`src/rtl/syn_fifo_pkg.sv`:
```
// Shared definitions for the single-clock FIFO: read-mode constants and
// parameter legality helpers evaluated at elaboration time.
package syn_fifo_pkg;

    localparam int FIFO_STD  = 0;
    localparam int FIFO_FWFT = 1;

    // almost_full threshold must lie inside 1..DEPTH
    function automatic bit af_level_legal(input int af, input int depth);
        return (af >= 1) && (af <= depth);
    endfunction

    // almost_empty threshold must lie inside 0..DEPTH-1
    function automatic bit ae_level_legal(input int ae, input int depth);
        return (ae >= 0) && (ae <= depth - 1);
    endfunction

    // only the two documented read modes exist
    function automatic bit fwft_mode_legal(input int mode);
        return (mode == FIFO_STD) || (mode == FIFO_FWFT);
    endfunction

endpackage

```
`src/rtl/syn_fifo_if.sv`:
```
// Push/pop handshake and status bundle between a producer/consumer and the FIFO.
interface syn_fifo_if #(
    parameter int WIDTH   = 8,
    parameter int POINTER = 3
);
    logic               wr_en;
    logic [WIDTH-1:0]   data_in;
    logic               rd_en;
    logic [WIDTH-1:0]   data_out;
    logic               data_valid;
    logic               wr_full;
    logic               rd_empty;
    logic               almost_full;
    logic               almost_empty;
    logic [POINTER:0]   count;
    logic               overflow;
    logic               underflow;

    // producer/consumer side
    modport master (
        output wr_en, data_in, rd_en,
        input  data_out, data_valid, wr_full, rd_empty,
        input  almost_full, almost_empty, count, overflow, underflow
    );

    // FIFO side
    modport slave (
        input  wr_en, data_in, rd_en,
        output data_out, data_valid, wr_full, rd_empty,
        output almost_full, almost_empty, count, overflow, underflow
    );
endinterface

```
`src/rtl/syn_fifo_ram.sv`:
```
// Simple dual-port storage: one synchronous write port, one asynchronous read port.
// Contents are deliberately not reset.
module fifo_ram #(
    parameter int WIDTH = 8,
    parameter int AW    = 3
) (
    input  logic             clk,
    input  logic             we,
    input  logic [AW-1:0]    waddr,
    input  logic [WIDTH-1:0] wdata,
    input  logic [AW-1:0]    raddr,
    output logic [WIDTH-1:0] rdata
);
    localparam int DEPTH = 1 << AW;

    logic [WIDTH-1:0] mem_q [DEPTH];

    // write port
    always_ff @(posedge clk) begin
        if (we) begin
            mem_q[waddr] <= wdata;
        end
    end

    assign rdata = mem_q[raddr];

endmodule

```
`src/rtl/syn_fifo.sv`:
```
// Single-clock FIFO with occupancy count, programmable almost thresholds,
// overflow/underflow pulses and a standard or first-word-fall-through read port.
module syn_fifo
    import syn_fifo_pkg::*;
#(
    parameter int WIDTH    = 8,
    parameter int POINTER  = 3,
    parameter int AF_LEVEL = (1 << POINTER) - 2,
    parameter int AE_LEVEL = 1,
    parameter int FWFT     = FIFO_STD
) (
    input  logic       clk,
    input  logic       reset,
    syn_fifo_if.slave  bus
);
    localparam int DEPTH = 1 << POINTER;

    localparam logic [POINTER:0] DEPTH_C = (POINTER+1)'(DEPTH);
    localparam logic [POINTER:0] AF_C    = (POINTER+1)'(AF_LEVEL);
    localparam logic [POINTER:0] AE_C    = (POINTER+1)'(AE_LEVEL);
    localparam logic [POINTER:0] ONE_C   = (POINTER+1)'(1);

    if (!af_level_legal(AF_LEVEL, DEPTH)) begin : g_bad_af
        $error("syn_fifo: AF_LEVEL out of range 1..DEPTH");
    end
    if (!ae_level_legal(AE_LEVEL, DEPTH)) begin : g_bad_ae
        $error("syn_fifo: AE_LEVEL out of range 0..DEPTH-1");
    end
    if (!fwft_mode_legal(FWFT)) begin : g_bad_mode
        $error("syn_fifo: FWFT must be FIFO_STD or FIFO_FWFT");
    end

    logic [POINTER:0] wr_ptr_q, wr_ptr_d;
    logic [POINTER:0] rd_ptr_q, rd_ptr_d;
    logic [POINTER:0] count_q,  count_d;
    logic [WIDTH-1:0] dout_q,   dout_d;
    logic             dvalid_q, dvalid_d;
    logic             ovf_q,    ovf_d;
    logic             unf_q,    unf_d;

    logic             full;
    logic             empty;
    logic             push_ok;
    logic             pop_ok;
    logic [WIDTH-1:0] ram_rdata;

    // flags come only from the registered count
    assign full    = (count_q == DEPTH_C);
    assign empty   = (count_q == '0);
    assign push_ok = bus.wr_en && !full;
    assign pop_ok  = bus.rd_en && !empty;

    fifo_ram #(
        .WIDTH (WIDTH),
        .AW    (POINTER)
    ) u_ram (
        .clk   (clk),
        .we    (push_ok),
        .waddr (wr_ptr_q[POINTER-1:0]),
        .wdata (bus.data_in),
        .raddr (rd_ptr_q[POINTER-1:0]),
        .rdata (ram_rdata)
    );

    // next-state for pointers, count, read register and error pulses
    always_comb begin
        wr_ptr_d = wr_ptr_q;
        rd_ptr_d = rd_ptr_q;
        count_d  = count_q;
        dout_d   = dout_q;
        dvalid_d = pop_ok;
        ovf_d    = bus.wr_en && full;
        unf_d    = bus.rd_en && empty;

        if (push_ok) begin
            wr_ptr_d = wr_ptr_q + ONE_C;
        end
        if (pop_ok) begin
            rd_ptr_d = rd_ptr_q + ONE_C;
            dout_d   = ram_rdata;
        end

        case ({push_ok, pop_ok})
            2'b10:   count_d = count_q + ONE_C;
            2'b01:   count_d = count_q - ONE_C;
            default: count_d = count_q;
        endcase
    end

    // state registers; reset wins over any same-cycle push or pop
    always_ff @(posedge clk) begin
        if (reset) begin
            wr_ptr_q <= '0;
            rd_ptr_q <= '0;
            count_q  <= '0;
            dout_q   <= '0;
            dvalid_q <= 1'b0;
            ovf_q    <= 1'b0;
            unf_q    <= 1'b0;
        end else begin
            wr_ptr_q <= wr_ptr_d;
            rd_ptr_q <= rd_ptr_d;
            count_q  <= count_d;
            dout_q   <= dout_d;
            dvalid_q <= dvalid_d;
            ovf_q    <= ovf_d;
            unf_q    <= unf_d;
        end
    end

    // read port: registered word in standard mode, live head word in FWFT mode
    always_comb begin
        bus.data_out   = dout_q;
        bus.data_valid = dvalid_q;
        if (FWFT == FIFO_FWFT) begin
            bus.data_valid = !empty;
            bus.data_out   = empty ? '0 : ram_rdata;
        end
    end

    assign bus.wr_full      = full;
    assign bus.rd_empty     = empty;
    assign bus.almost_full  = (count_q >= AF_C);
    assign bus.almost_empty = (count_q <= AE_C);
    assign bus.count        = count_q;
    assign bus.overflow     = ovf_q;
    assign bus.underflow    = unf_q;

endmodule

```
`src/flat_wrapper.sv`:
```
// flat-port wrapper written by rule: the top's interface ports become plain ports
module syn_fifo_flat import syn_fifo_pkg::*;
#(
    parameter int WIDTH    = 8,
    parameter int POINTER  = 3,
    parameter int AF_LEVEL = (1 << POINTER) - 2,
    parameter int AE_LEVEL = 1,
    parameter int FWFT     = FIFO_STD
)
  (clk, reset, bus_wr_en, bus_data_in, bus_rd_en, bus_data_out, bus_data_valid, bus_wr_full, bus_rd_empty, bus_almost_full, bus_almost_empty, bus_count, bus_overflow, bus_underflow);
  syn_fifo_if #(.WIDTH(WIDTH), .POINTER(POINTER)) bus_i ();
  input  logic clk;
  input  logic reset;
  input wire logic [$bits(bus_i.wr_en)-1:0] bus_wr_en;
  input wire logic [$bits(bus_i.data_in)-1:0] bus_data_in;
  input wire logic [$bits(bus_i.rd_en)-1:0] bus_rd_en;
  output wire logic [$bits(bus_i.data_out)-1:0] bus_data_out;
  output wire logic [$bits(bus_i.data_valid)-1:0] bus_data_valid;
  output wire logic [$bits(bus_i.wr_full)-1:0] bus_wr_full;
  output wire logic [$bits(bus_i.rd_empty)-1:0] bus_rd_empty;
  output wire logic [$bits(bus_i.almost_full)-1:0] bus_almost_full;
  output wire logic [$bits(bus_i.almost_empty)-1:0] bus_almost_empty;
  output wire logic [$bits(bus_i.count)-1:0] bus_count;
  output wire logic [$bits(bus_i.overflow)-1:0] bus_overflow;
  output wire logic [$bits(bus_i.underflow)-1:0] bus_underflow;
  assign bus_i.wr_en = bus_wr_en;
  assign bus_i.data_in = bus_data_in;
  assign bus_i.rd_en = bus_rd_en;
  assign bus_data_out = bus_i.data_out;
  assign bus_data_valid = bus_i.data_valid;
  assign bus_wr_full = bus_i.wr_full;
  assign bus_rd_empty = bus_i.rd_empty;
  assign bus_almost_full = bus_i.almost_full;
  assign bus_almost_empty = bus_i.almost_empty;
  assign bus_count = bus_i.count;
  assign bus_overflow = bus_i.overflow;
  assign bus_underflow = bus_i.underflow;
  syn_fifo #(.WIDTH(WIDTH), .POINTER(POINTER), .AF_LEVEL(AF_LEVEL), .AE_LEVEL(AE_LEVEL), .FWFT(FWFT)) u_core (.clk(clk), .reset(reset), .bus(bus_i));
endmodule
```
`config.mk`:
```
export PLATFORM = sky130hd
export DESIGN_NAME = syn_fifo_flat
export DESIGN_NICKNAME = d
export VERILOG_FILES = /design/src/rtl/syn_fifo_pkg.sv /design/src/rtl/syn_fifo_if.sv /design/src/rtl/syn_fifo_ram.sv /design/src/rtl/syn_fifo.sv /design/src/flat_wrapper.sv
export SDC_FILE = /design/constraint.sdc
export NUM_CORES = 1
export LEC_CHECK = 0
export ABC_CLOCK_PERIOD_IN_PS = 2330
export CAP_MARGIN = 40
export CORE_ASPECT_RATIO = 1.25
export CORE_MARGIN = 2
export CORE_UTILIZATION = 50
export CTS_BUF_LIST = sky130_fd_sc_hd__clkbuf_4
export CTS_CLUSTER_SIZE = 30
export DETAILED_ROUTE_END_ITERATION = 12
export PLACE_DENSITY = 0.74
export SLEW_MARGIN = 20
export SYNTH_ARGS = -nofsm -noshare
export SYNTH_HDL_FRONTEND = slang
export SYNTH_SLANG_ARGS = --single-unit
```
`constraint.sdc`:
```
create_clock -name clk -period 2.33 [get_ports clk]
set_clock_uncertainty 0.2 [all_clocks]
set_input_delay 0.5825 -clock clk [delete_from_list [all_inputs] [get_ports clk]]
set_output_delay 0.5825 -clock clk [all_outputs]
set_load 0.01 [all_outputs]
```
==> key figures, run 1 <==
Status
  • Status: finished clean

Power
  • Combinational share of power: 0.331
  • Sequential power share: 0.430
  • Leakage power: 1.52 nW
  • Int Power: 3.05 mW
  • Sw Pwr: 1.21 mW
  • PD cells: 997 nW/um^2
  • Net Sw Frac: 0.284
  • Clock share of power: 0.239
  • Peak VDD IR: 0.000684 V
  • Total power: 4.25 mW

Route
  • Detailed Route Iter0 Violations: 89
  • Per-cell routed wire length: roughly 17 microns
  • Via count: 2,036
  • Final WL: 6.61 mm
  • Residual DRC: 0
  • Detail Route Antenna Nets: 0
  • Routed vias/inst: 5.34
  • Initial DRT Pass Iterations: 4

Place
  • Port bufs: 30
  • DP Area: between 4000 and 5000 sq um
  • HPWL Detailed: about 4.2 mm
  • Placed Instances: 361
  • Gp weighted congestion: 0.751

Global routing
  • First-pass GRT wire length: 10.7 mm
  • Vias in the first global route: 2,091
  • Largest net degree at the start of global routing: 35
  • Total Routing Usage GR: 0.199
  • Gr ovfl total: 0
  • Initial antenna violation count: 0

Finish
  • ANT cells: 0
  • Final nets: 308
  • Final Core Density: 0.650
  • Finished Layout Cells: 381
  • Finished Cell Area: 4270 sq um
  • Filler cells: 474
  • Layout area overhead: 26.1%
  • Fraction of layout cells with a size suffix above 1: 0.245

Synth
  • YS warnings: 0
  • Ys flop type: edfxtp_1
  • Mean area per synthesized cell: 15.3 sq um
  • Post-synth top area share: 0.568
  • EDFF count, synth: 64
  • Syn nets: between 200 and 250
  • Mapped Cells: 221
  • Largest area contributor in the netlist: edfxtp_1
  • Number of synthesized register bits: 85
  • Ys async rst share: 0
  • Synth cell types: 35
  • Sequential area share after synthesis: 0.692
  • Synthesized cell area: 3380 sq um
  • Synth top area cells: edfxtp_1, dfxtp_1, mux2i_1

Min path
  • Worst Hold Launch: u_core.bus.data_out[1]
  • HP Class: reg -> reg

Timing
  • Worst Tran Pin Value: 0.606 ns
  • Final setup viols: 0
  • Sum of negative setup slack: 0 ns
  • Crit share post-route: 0.998
  • RSZ-0062 raised after global routing: yes
  • Post-route minimum period: 2.33 ns
  • Relative slew slack: 0.596
  • FMAX: 0.430 GHz
  • Max-slew violations: 0
  • Final Hold Violating Endpoints: 0

CTS
  • Clock sink count: 85
  • Post-CTS Hold Buffers: 0
  • H-tree levels: 3
  • Total CTS buffers: 9
  • CTS tree: built
  • Root buffer cell: clkbuf_4
  • Clk Latency, worst-skew pair: between 0.4 and 0.5 ns
  • CTS max path bufs: 2
  • Clock transition at path regs: ~0.12 ns

Setup path
  • WS Path Type: reg -> out
  • Req. time, crit path: 1.55 ns
  • Worst r2r src: u_core.bus.count[1]
  • Crit end category: output pin
  • Crit Path Max Fanout: 2
  • Worst setup SP type: flip-flop
  • Critical Path Source: u_core.bus.count[1]
  • CP arrival: 1.54 ns

Floorplan
  • Initial core utilization: 0.516
  • Rows: 33
  • Die width: 77.6 microns
  • Boundary pin count: 31
  • DIE HEIGHT: 96.0 microns
  • Die area: 7450 sq um
  • Core area: roughly 6600 sq um

Job
  • Max-cap violations: 0
[final timing paths]
check,to,slack (ns),cells past startpoint
setup / recovery,bus_rd_empty,0.005,5
hold reg to reg,u_core.bus.data_out[1],0.29,1
hold / removal,u_core.bus.data_out[1],0.29,1
setup reg to reg,u_core.bus.count[3],0.07,12
[logic make-up after synthesis]
family / count (synthesis) / synth area share
mux: 33 / 0.0976
buf+inv: 14 / 0.0222
compound gates: 33 / 0.0776
flops: 85 / 0.692
fa+ha+maj: 7 / 0.0259
simple gates: 43 / 0.0691
xor+xnor: 6 / 0.0155
[metal layers]
layer,global-route usage,part of all wire,vias up
li1,-,-,989
met1,0.227,0.40,996
met2,0.354,0.55,40
met3,0.0375,0.035,11
met4,0.112,0.022,0
met5,0,0,-
[cell usage after synthesis, drive strengths merged, types with 2 or more instances]
cell type  instances
o21ai              2
nand2b             3
a21oi              6
nand3              5
nand2              6
mux2i             33
nor3               3
buf                8
nor2b              2
a32o               8
nor2              14
xor2               5
edfxtp            64
nor3b              3
a22oi             16
ha                 7
inv                5
dfxtp             21
[registers in the layout, summed over array words and instances (netlist names)]
signal and flops:
u_core.rd_ptr_q 3, u_core.bus.overflow 1, u_core.bus.data_out 8, u_core.bus.data_valid 1, u_core.u_ram.mem_q 64, u_core.bus.underflow 1
u_core.wr_ptr_q 3, u_core.bus.count 4
[area by class of cell]
class	count	area, sq um	area share
sequential	85	2350	0.551
multi-input combinational	122	1020	0.238
timing repair buffer	66	582	0.136
clock inverter	7	114	0.0267
tap	87	109	0.0255
clock buffer	9	67.6	0.0158
inverter	5	28.8	0.00674
[power groups by stage]
stage / clock (mW) / combinational, mW / sequential [mW]
2_1_floorplan: 0 / 0.756 / 1.90
3_3_place_gp: 0 / 1.29 / 1.85
3_5_place_dp: 0 / 1.32 / 1.85
4_1_cts: 1.04 / 1.39 / 1.83
5_1_grt: 1.09 / 1.53 / 1.84
6_report: 1.02 / 1.41 / 1.83
[per-stage QoR]
stage               setup WS [ns]  hold WS (ns)
global placement          -0.0947         0.246
floorplan                  0.0222         0.262
global route              -0.0591         0.322
finish                    0.00488         0.289
CTS                       -0.0160         0.295
detailed placement         -0.119         0.267
[critical path: stages (launching register included)]
cell	delay [ns]
dfxtp_4	0.38
inv_4	0.06
ha_4	0.12
or3b_4	0.40
inv_4	0.07
buf_6	0.09
[placed cells by master, fill, tap and decap left out, types with 2 or more instances in the layout]
cell             count
edfxtp_1            64
mux2i_1             33
buf_4               33
clkdlybuf4s50_1     24
dfxtp_1             18
a22oi_1             16
nor2_1              14
clkbuf_4             9
a32o_1               8
nand3_1              5
xor2_1               5
inv_4                4
nand2_1              4
a21oi_1              4
ha_1                 4
nand2b_1             3
bufinv_16            3
buf_6                3
nor3_1               2
nor2b_1              2
nor3b_1              2
ha_4                 2
clkinv_1             2
buf_2                2
dlymetal6s2s_1       2
dfxtp_4              2
[what timing repair did]
action	CTS	global route
gates resized for setup	23	9
setup endpoints to repair	5	8
pin swaps	0	5
cloned	0	0
endpoints found under the hold margin	0	0
buffers inserted	2	2
No activity file was read; power rests on OpenSTA's default activity.
==> run 2, diff against run 1 <==
--- a/config.mk
+++ b/config.mk
@@ -13,8 +13,10 @@
 export CTS_BUF_LIST = sky130_fd_sc_hd__clkbuf_4
 export CTS_CLUSTER_SIZE = 30
 export DETAILED_ROUTE_END_ITERATION = 12
+export GPL_TIMING_DRIVEN = 0
 export PLACE_DENSITY = 0.74
 export SLEW_MARGIN = 20
 export SYNTH_ARGS = -nofsm -noshare
 export SYNTH_HDL_FRONTEND = slang
 export SYNTH_SLANG_ARGS = --single-unit
+export TNS_END_PERCENT = 5
==> run 2 against run 1 <==
  * The run now ends with negative setup slack left
  * Register-to-register slack got worse by 0.08 ns
  * Routed wire length decreased by 2.6%
  * Combinational power decreased by 8%
  * Total power decreased by 9.0%
  * Die area unchanged
  * Largest cell class unchanged
  * Largest power group unchanged
==> key figures, run 2 (synthesis results as in run 1) <==
Place
  • HPWL Detailed: 4.15 mm
  • Gp weighted congestion: 0.742
  • Pre-CTS setup slack: -0.551 ns
  • Port bufs: 30
  • DP Area: about 3800 sq um

Finish
  • Reg with most FFs: u_core.u_ram.mem_q
  • ANT cells: 0
  • Commonest non-fill, non-tap cell in the layout: edfxtp_1
  • Layout area overhead: 19.6%
  • Fraction of layout cells with a size suffix above 1: 0.189
  • Commonest non-fill, non-tap cells in the layout: edfxtp_1, mux2i_1, clkdlybuf4s50_1
  • Final nets: 289
  • Max FFs per register: 64
  • Finished Cell Area: 4050 sq um

Power
  • Sw Pwr: 1.22 mW
  • Combinational share of power: 0.335
  • Leakage power: 1.35 nW
  • Clock share of power: 0.189
  • Peak VDD IR: 0.000651 V
  • PD cells: around 960 nW/um^2
  • Net Sw Frac: 0.316
  • Sequential power share: 0.476
  • Int Power: 2.65 mW

Setup path
  • Crit end category: output pin
  • CP arrival: approximately 1.6 ns
  • WS Path Type: reg -> out
  • Crit Path Max Fanout: 4
  • Worst setup SP type: flip-flop
  • Req. time, crit path: approximately 1.6 ns

Timing
  • Relative slew slack: 0.513
  • Max-slew violations: 0
  • FMAX: around 0.42 GHz
  • Crit share post-route: 1.02
  • Worst Tran Pin Value: 0.726 ns
  • RSZ-0062 raised after global routing: yes
  • Sum of negative setup slack: -0.0514 ns
  • Post-route minimum period: about 2.4 ns
  • Final Hold Violating Endpoints: 0
  • Hold_ws: 0.285 ns
  • Final WS setup: -0.0421 ns
  • Final setup viols: 2

CTS
  • Clk Latency, worst-skew pair: 0.43 ns
  • Clock sink count: 85
  • H-tree levels: 3
  • CTS tree: built
  • Root buffer cell: clkbuf_4
  • Total CTS buffers: 9
  • CTS max path bufs: 2
  • Clock transition at path regs: 0.13 ns

Route
  • Via count: 1,990
  • Detailed Route Iter0 Violations: 216
  • Initial DRT Pass Iterations: 4
  • Residual DRC: 0
  • Per-cell routed wire length: 17.8 microns
  • Detail Route Antenna Nets: 0
  • Final WL: between 6 and 7 mm
  • Routed vias/inst: about 5.5

Floorplan
  • DIE HEIGHT: approximately 96 microns
  • Die width: 77.6 microns
  • Boundary pin count: 31
  • Core area: approximately 6600 sq um
  • Rows: 33
  • Die area: 7450 sq um
  • Initial core utilization: 0.516

Job
  • Max-cap violations: 0

Global routing
  • Initial antenna violation count: 0
  • Gr ovfl total: 0
  • First-pass GRT wire length: 10.0 mm
  • Vias in the first global route: 1,916
  • Total Routing Usage GR: 0.187
  • Largest net degree at the start of global routing: 16

Status
  • Failing checks: negative setup slack
  • Status: complete, but fails checks

Min path
  • HP Class: reg -> reg
==> run 2: layout make-up <==
type | instances | area (sq um)
clock inverter | 7 | 50.0
clock buffer | 9 | 67.6
sequential | 85 | 2350
tap | 87 | 109
multi-input combinational | 122 | 1030
timing repair buffer | 39 | 370
inverter | 5 | 26.3
fill | 497 | 2520
buffer | 8 | 42.5
==> run 2: repair_timing <==
action / CTS / global route
buffers inserted: 5 / 2
resized for setup: 25 / 11
pin swaps: 0 / 2
hold buffers: 0 / 0
setup endpoints to repair: 68 / 19
==> run 2: stage by stage <==
stage / cells / util / power (mW)
detailed placement: 340 / 0.582 / 3.03
finish: 362 / 0.617 / 3.87
global route: 362 / 0.617 / 4.07
CTS: 361 / 0.613 / 3.86
floorplan: 221 / - / 2.62
global placement: 338 / 0.579 / 3.01
==> run 2: path summary, 6_finish.rpt <==
path | cells after the start | end | slack [ns] | startpoint
min reg2reg | 1 | u_core.bus.data_out[4] | 0.29 | u_core.bus.data_out[4]
min | 1 | u_core.bus.data_out[4] | 0.29 | u_core.bus.data_out[4]
max | 5 | bus_rd_empty | -0.04 | u_core.bus.count[1]
max reg2reg | 11 | u_core.bus.count[3] | -0.01 | u_core.bus.count[1]
==> run 2: layer usage <==
layer	GRT usage	wire (microns)	vias up
li1	-	-	949
met1	0.225	2790	993
met2	0.325	3310	39
met3	0.0300	228	9
met4	0.0982	107	0
met5	0	0	-
==> run 2: power groups by stage <==
stage	clock network, mW	logic, mW	registers (mW)
6_report	0.731	1.30	1.84
5_1_grt	0.809	1.40	1.86
4_1_cts	0.747	1.27	1.84
3_3_place_gp	0	1.15	1.86
3_5_place_dp	0	1.16	1.87
2_1_floorplan	0	0.730	1.89
==> run 2: critical path, stage by stage, from the launching register on <==
cell and delay (ns):
dfxtp_4 0.38, inv_4 0.07, ha_4 0.14, or3b_4 0.41, inv_4 0.08, buf_6 0.09
==> run 3, diff against run 2 <==
--- a/config.mk
+++ b/config.mk
@@ -14,7 +14,7 @@
 export CTS_CLUSTER_SIZE = 30
 export DETAILED_ROUTE_END_ITERATION = 12
 export GPL_TIMING_DRIVEN = 0
-export PLACE_DENSITY = 0.74
+export PLACE_DENSITY = 0.84
 export SLEW_MARGIN = 20
 export SYNTH_ARGS = -nofsm -noshare
 export SYNTH_HDL_FRONTEND = slang
==> run 3 against run 2 <==
  * Critical endpoint unchanged
  * Maximum frequency is essentially flat
  * Die area unchanged
  * Largest cell class unchanged
  * Setup slack about the same
  * The run still ends with negative setup slack left
  * Critical path depth unchanged
  * Global-route usage is essentially flat
==> key figures, run 3 (synthesis results as in run 1) <==
Job
  • Max-cap violations: 0

Setup path
  • Crit Path Max Fanout: 4
  • CP arrival: 1.59 ns
  • Req. time, crit path: 1.55 ns
  • Worst setup SP type: flip-flop
  • Reg2reg path depth: 11
  • Crit end category: output pin
  • WS Path Type: reg -> out

Timing
  • Final Hold Violating Endpoints: 0
  • Relative slew slack: 0.491
  • Crit share post-route: 1.02
  • FMAX: between 0.4 and 0.5 GHz
  • Final WS setup: -0.0418 ns
  • Max-slew violations: 0
  • Final setup viols: 2
  • Hold_ws: 0.282 ns
  • RSZ-0062 raised after global routing: yes
  • Post-route minimum period: 2.37 ns
  • Worst Tran Pin Value: 0.760 ns

Finish
  • ANT cells: 0
  • Reg with most FFs: u_core.u_ram.mem_q
  • Commonest non-fill, non-tap cell in the layout: edfxtp_1
  • Finished Cell Area: 4090 sq um
  • Max FFs per register: 64
  • Layout area overhead: 20.9%
  • Commonest non-fill, non-tap cells in the layout: edfxtp_1, mux2i_1, clkdlybuf4s50_1
  • Final nets: 290
  • Fraction of layout cells with a size suffix above 1: 0.207

CTS
  • Clock sink count: 85
  • Post-CTS Hold Buffers: 0
  • CTS tree: built
  • Total CTS buffers: 9
  • H-tree levels: 3
  • CTS max path bufs: 2
  • Root buffer cell: clkbuf_4
  • Clock transition at path regs: 0.14 ns
  • Clk Latency, worst-skew pair: about 0.43 ns

Power
  • Sw Pwr: around 1.2 mW
  • Peak VDD IR: 0.000536 V
  • PD cells: 975 nW/um^2
  • Clock share of power: 0.209
  • Combinational share of power: 0.330
  • Sequential power share: 0.461
  • Leakage power: 1.36 nW
  • Net Sw Frac: 0.309
  • Total power: 3.99 mW
  • Int Power: 2.76 mW

Global routing
  • Gr ovfl total: 0
  • Largest net degree at the start of global routing: 16
  • Initial antenna violation count: 0
  • Vias in the first global route: around 2.0k
  • First-pass GRT wire length: around 10 mm
  • Total Routing Usage GR: 0.186

Floorplan
  • Rows: 33
  • Die area: 7450 sq um
  • Boundary pin count: 31
  • Initial core utilization: 0.516
  • Core area: 6570 sq um
  • Die width: 77.6 microns
  • DIE HEIGHT: 96.0 microns

Place
  • Port bufs: 30
  • Gp weighted congestion: 0.757
  • HPWL Detailed: 4.02 mm
  • DP Area: 3800 sq um

Route
  • Via count: roughly 2k
  • Final WL: 6.50 mm
  • Routed vias/inst: 5.53
  • Residual DRC: 0
  • Detail Route Antenna Nets: 0
  • Detailed Route Iter0 Violations: about 130
  • Per-cell routed wire length: 17.9 microns
  • Initial DRT Pass Iterations: 4

Min path
  • Hold path depth: 1
  • HP Class: reg -> reg

Status
  • Failing checks: negative setup slack
  • Status: complete, but fails checks
[run 3: worst paths after layout]
check	start	end	slack, ns
setup / recovery	u_core.bus.count[1]	bus_rd_empty	-0.04
hold / removal	u_core.bus.data_out[7]	u_core.bus.data_out[7]	0.28
hold reg to reg	u_core.bus.data_out[7]	u_core.bus.data_out[7]	0.28
setup reg to reg	u_core.bus.count[1]	u_core.bus.count[3]	-0.01
[run 3: through the flow]
step	setup WS [ns]	cells	utilization	TNS, ns
2_1_floorplan	-0.183	221	-	-0.262
3_3_place_gp	-0.656	338	0.579	-27.06
3_5_place_dp	-0.561	338	0.579	-27.08
4_1_cts	-0.125	360	0.614	-0.325
5_1_grt	-0.0942	363	0.623	-0.274
6_report	-0.0418	363	0.623	-0.0493
[run 3: area by class of cell]
class | instances | area, sq um
fillers | 464 | 2470
flip-flops and latches | 85 | 2350
multi-input cells | 122 | 1050
repair buffers | 40 | 372
well taps | 87 | 109
clock inverters | 7 | 75.1
clock buffers | 9 | 67.6
plain buffers | 8 | 42.5
inverters | 5 | 26.3
[run 3: worst max-delay path, stage by stage, from the launching register on]
cell	delay [ns]
dfxtp_4	0.38
inv_4	0.06
ha_4	0.14
or3b_4	0.41
inv_4	0.08
buf_6	0.09
[run 3: what timing repair did]
item	4_1_cts	5_1_grt
gates resized for setup	27	16
pin swaps	0	4
gates cloned	0	0
setup buffers	6	3
endpoints found under the setup margin	70	36
[run 3: power groups by stage]
stage / Sequential [mW] / Clock [mW] / Combinational, mW
3_5_place_dp: 1.87 / 0 / 1.16
4_1_cts: 1.84 / 0.837 / 1.24
6_report: 1.84 / 0.835 / 1.32
2_1_floorplan: 1.89 / 0 / 0.730
3_3_place_gp: 1.86 / 0 / 1.14
5_1_grt: 1.86 / 0.910 / 1.41
[run 3: routing by layer]
metal / vias up / wire (microns) / part of all wire / track usage
met4: 0 / 148 / 0.023 / 0.113
met3: 12 / 295 / 0.045 / 0.0366
met2: 49 / 3490 / 0.54 / 0.334
met5: - / 0 / 0 / 0
li1: 951 / - / - / -
met1: 996 / 2570 / 0.39 / 0.205
==> RTL change: new RTL, settings of run 3 <==
Reset style: asynchronous (`reset`), changed in one clocked block.
--- a/src/rtl/syn_fifo.sv
+++ b/src/rtl/syn_fifo.sv
@@ -90,3 +90,3 @@
     // state registers; reset wins over any same-cycle push or pop
-    always_ff @(posedge clk) begin
+    always_ff @(posedge clk or posedge reset) begin
         if (reset) begin
Check against the original RTL: differs if reset is asserted again (counterexample within 4 cycles, from zero or initial values and one cycle with reset high); with reset held inactive, the same outputs for 10 cycles.
==> RTL change against run 3 <==
Die area is 2.7% higher. Sequential power is 21% higher. Final area is 2.4% higher. Combinational power is 50% higher. Core utilization is 1.1 points lower. Sequential cell count stayed put. Highest routed layer unchanged. Power is 25% higher. Non-clock buffer count is 1 lower. The flow still finishes with violations (setup timing). Via count is 0.45% lower. Maximum frequency is 1.1% higher. Setup slack better by 0.027 ns. Wire length is 5.2% higher. Synthesized area is 2.8% higher.
==> RTL change: results <==
[logic_synthesis]
ys_top_cells_by_area = "edfxtp_1, dfrtp_1, mux2_2"
synth_async_sr_flop_share_pct = 24.7
synthTopCellsByCount = "edfxtp_1, dfrtp_1, mux2_2"
yosysUniqueCellTypes = 29
syn_nets = 235
synth-edff-count = 64
ys_seq_area_share_pct = 70.3

[route]
wirelength_um = 6840
met1_length_um = 2550
avgViaCountPerCell = 5.54
dr_wl_met3_um = 437
drt_iter0_markers = 70
drt_pass1_iterations = 4
wl_met2_um = 3670

[final_layout]
fin_nets = 285
nFillCells = 520
drive_gt1_share_pct = 25.5
top_register = "u_core.u_ram.mem_q"

[clock_network]
clk_latency_ns = 0.42
htreeDepth = 3
cts_buffer_depth = 2

[power]
p_int_mw = 3.32
leakagePower_nw = 1.57
ir_drop_uv = 822

[sta]
setup_viol = 1
setup_ws_ns = -0.0152
relSlewSlack_pct = 47.5

[grt]
track_usage_pct = 18.7
grt_pass1_wl_um = 10200
grt_start_max_net_pins = 22
grt_pass1_vias = 2088
grt.met3_usage_pct = 4.65
use_met2_pct = 31.8
grt_util_met1_pct = 21.0

[run_status]
violations = "setup timing"
status = "finished with violations"

[placed_design]
port_buffers = 30
gp_congestion = 0.802
detailedPlacementHpwl_um = 4470

[worst_hold_path]
hp-class = "input port to asynchronous set/reset pin"

[setup_path]
critPathArrivalTime_ns = 1.56
cp_max_fo = 4
-- RTL change: changes by cell type in the layout (fill, tap and decap cells not counted), sizes merged, moves of 16 or more --
cell   change
dfrtp     +21
dfxtp     -21
mux2      +18
a22oi     -16
mux2i     -16
-- RTL change: area by class of cell --
| type | count | area share (%) |
|---|---|---|
| Inverter | 6 | 0.597 |
| Buffer | 7 | 1.76 |
| Multi-Input combinational cell | 117 | 24.2 |
| Tap cell | 90 | 2.69 |
| Clock inverter | 7 | 1.55 |
| Sequential cell | 85 | 58.5 |
| Timing Repair Buffer | 40 | 9.08 |
| Clock buffer | 9 | 1.61 |
-- RTL change: metrics by stage --
step | cell area, µm² | utilization [%] | std cells | setup slack (ns) | TNS, ns
2_1_floorplan | 3520 | - | 216 | 0.00291 | 0
3_3_place_gp | 3930 | 57.4 | 336 | -0.646 | -18.74
3_5_place_dp | 3940 | 57.5 | 336 | -0.472 | -18.29
4_1_cts | 4160 | 60.8 | 360 | -0.0227 | -0.0421
5_1_grt | 4190 | 61.2 | 361 | -0.123 | -0.810
6_report | 4190 | 61.2 | 361 | -0.0152 | -0.0152
-- RTL change: power by group through the flow --
stage	Sequential, mW	Clock [mW]	Combinational [mW]
floorplan	2.24	0	1.18
global placement	2.23	0	1.80
detailed placement	2.26	0	1.86
CTS	2.22	0.810	1.98
global route	2.26	0.877	2.14
finish	2.23	0.796	1.98
-- RTL change: kinds of logic after synthesis --
| kind of cell | synth area share, % |
|---|---|
| compound gates | 6.87 |
| xor+xnor | 2.01 |
| fa+ha+maj | 2.52 |
| buf+inv | 2.62 |
| flops | 70.3 |
| mux | 10.7 |
| simple gates | 4.96 |
-- RTL change: critical path, cell delays in order (launching register included) --
cell,delay [ns]
dfrtp_2,0.45
inv_2,0.08
ha_4,0.15
nor3b_4,0.21
clkbuf_8,0.16
buf_6,0.09
-- RTL change: final timing paths --
kind | from | endpoint | slack [ns] | depth (start not counted)
max | u_core.bus.count[1] | bus_rd_empty | -0.02 | 5
min | reset | u_core.bus.underflow | 0.24 | 2
max reg2reg | u_core.bus.count[1] | u_core.bus.count[3] | 0.04 | 10
min reg2reg | u_core.wr_ptr_q[0] | u_core.wr_ptr_q[0] | 0.34 | 1
max in group asynchronous | reset | u_core.bus.data_out[2] | 1.24 | 3
min in group clk | u_core.wr_ptr_q[0] | u_core.wr_ptr_q[0] | 0.34 | 1
-- RTL change: repair_timing --
action	CTS	global route
hold buffers	0	0
endpoints found under the setup margin	54	63
pin swaps	1	2
endpoints found under the hold margin	0	0
setup buffers	8	0
resized for setup	26	8
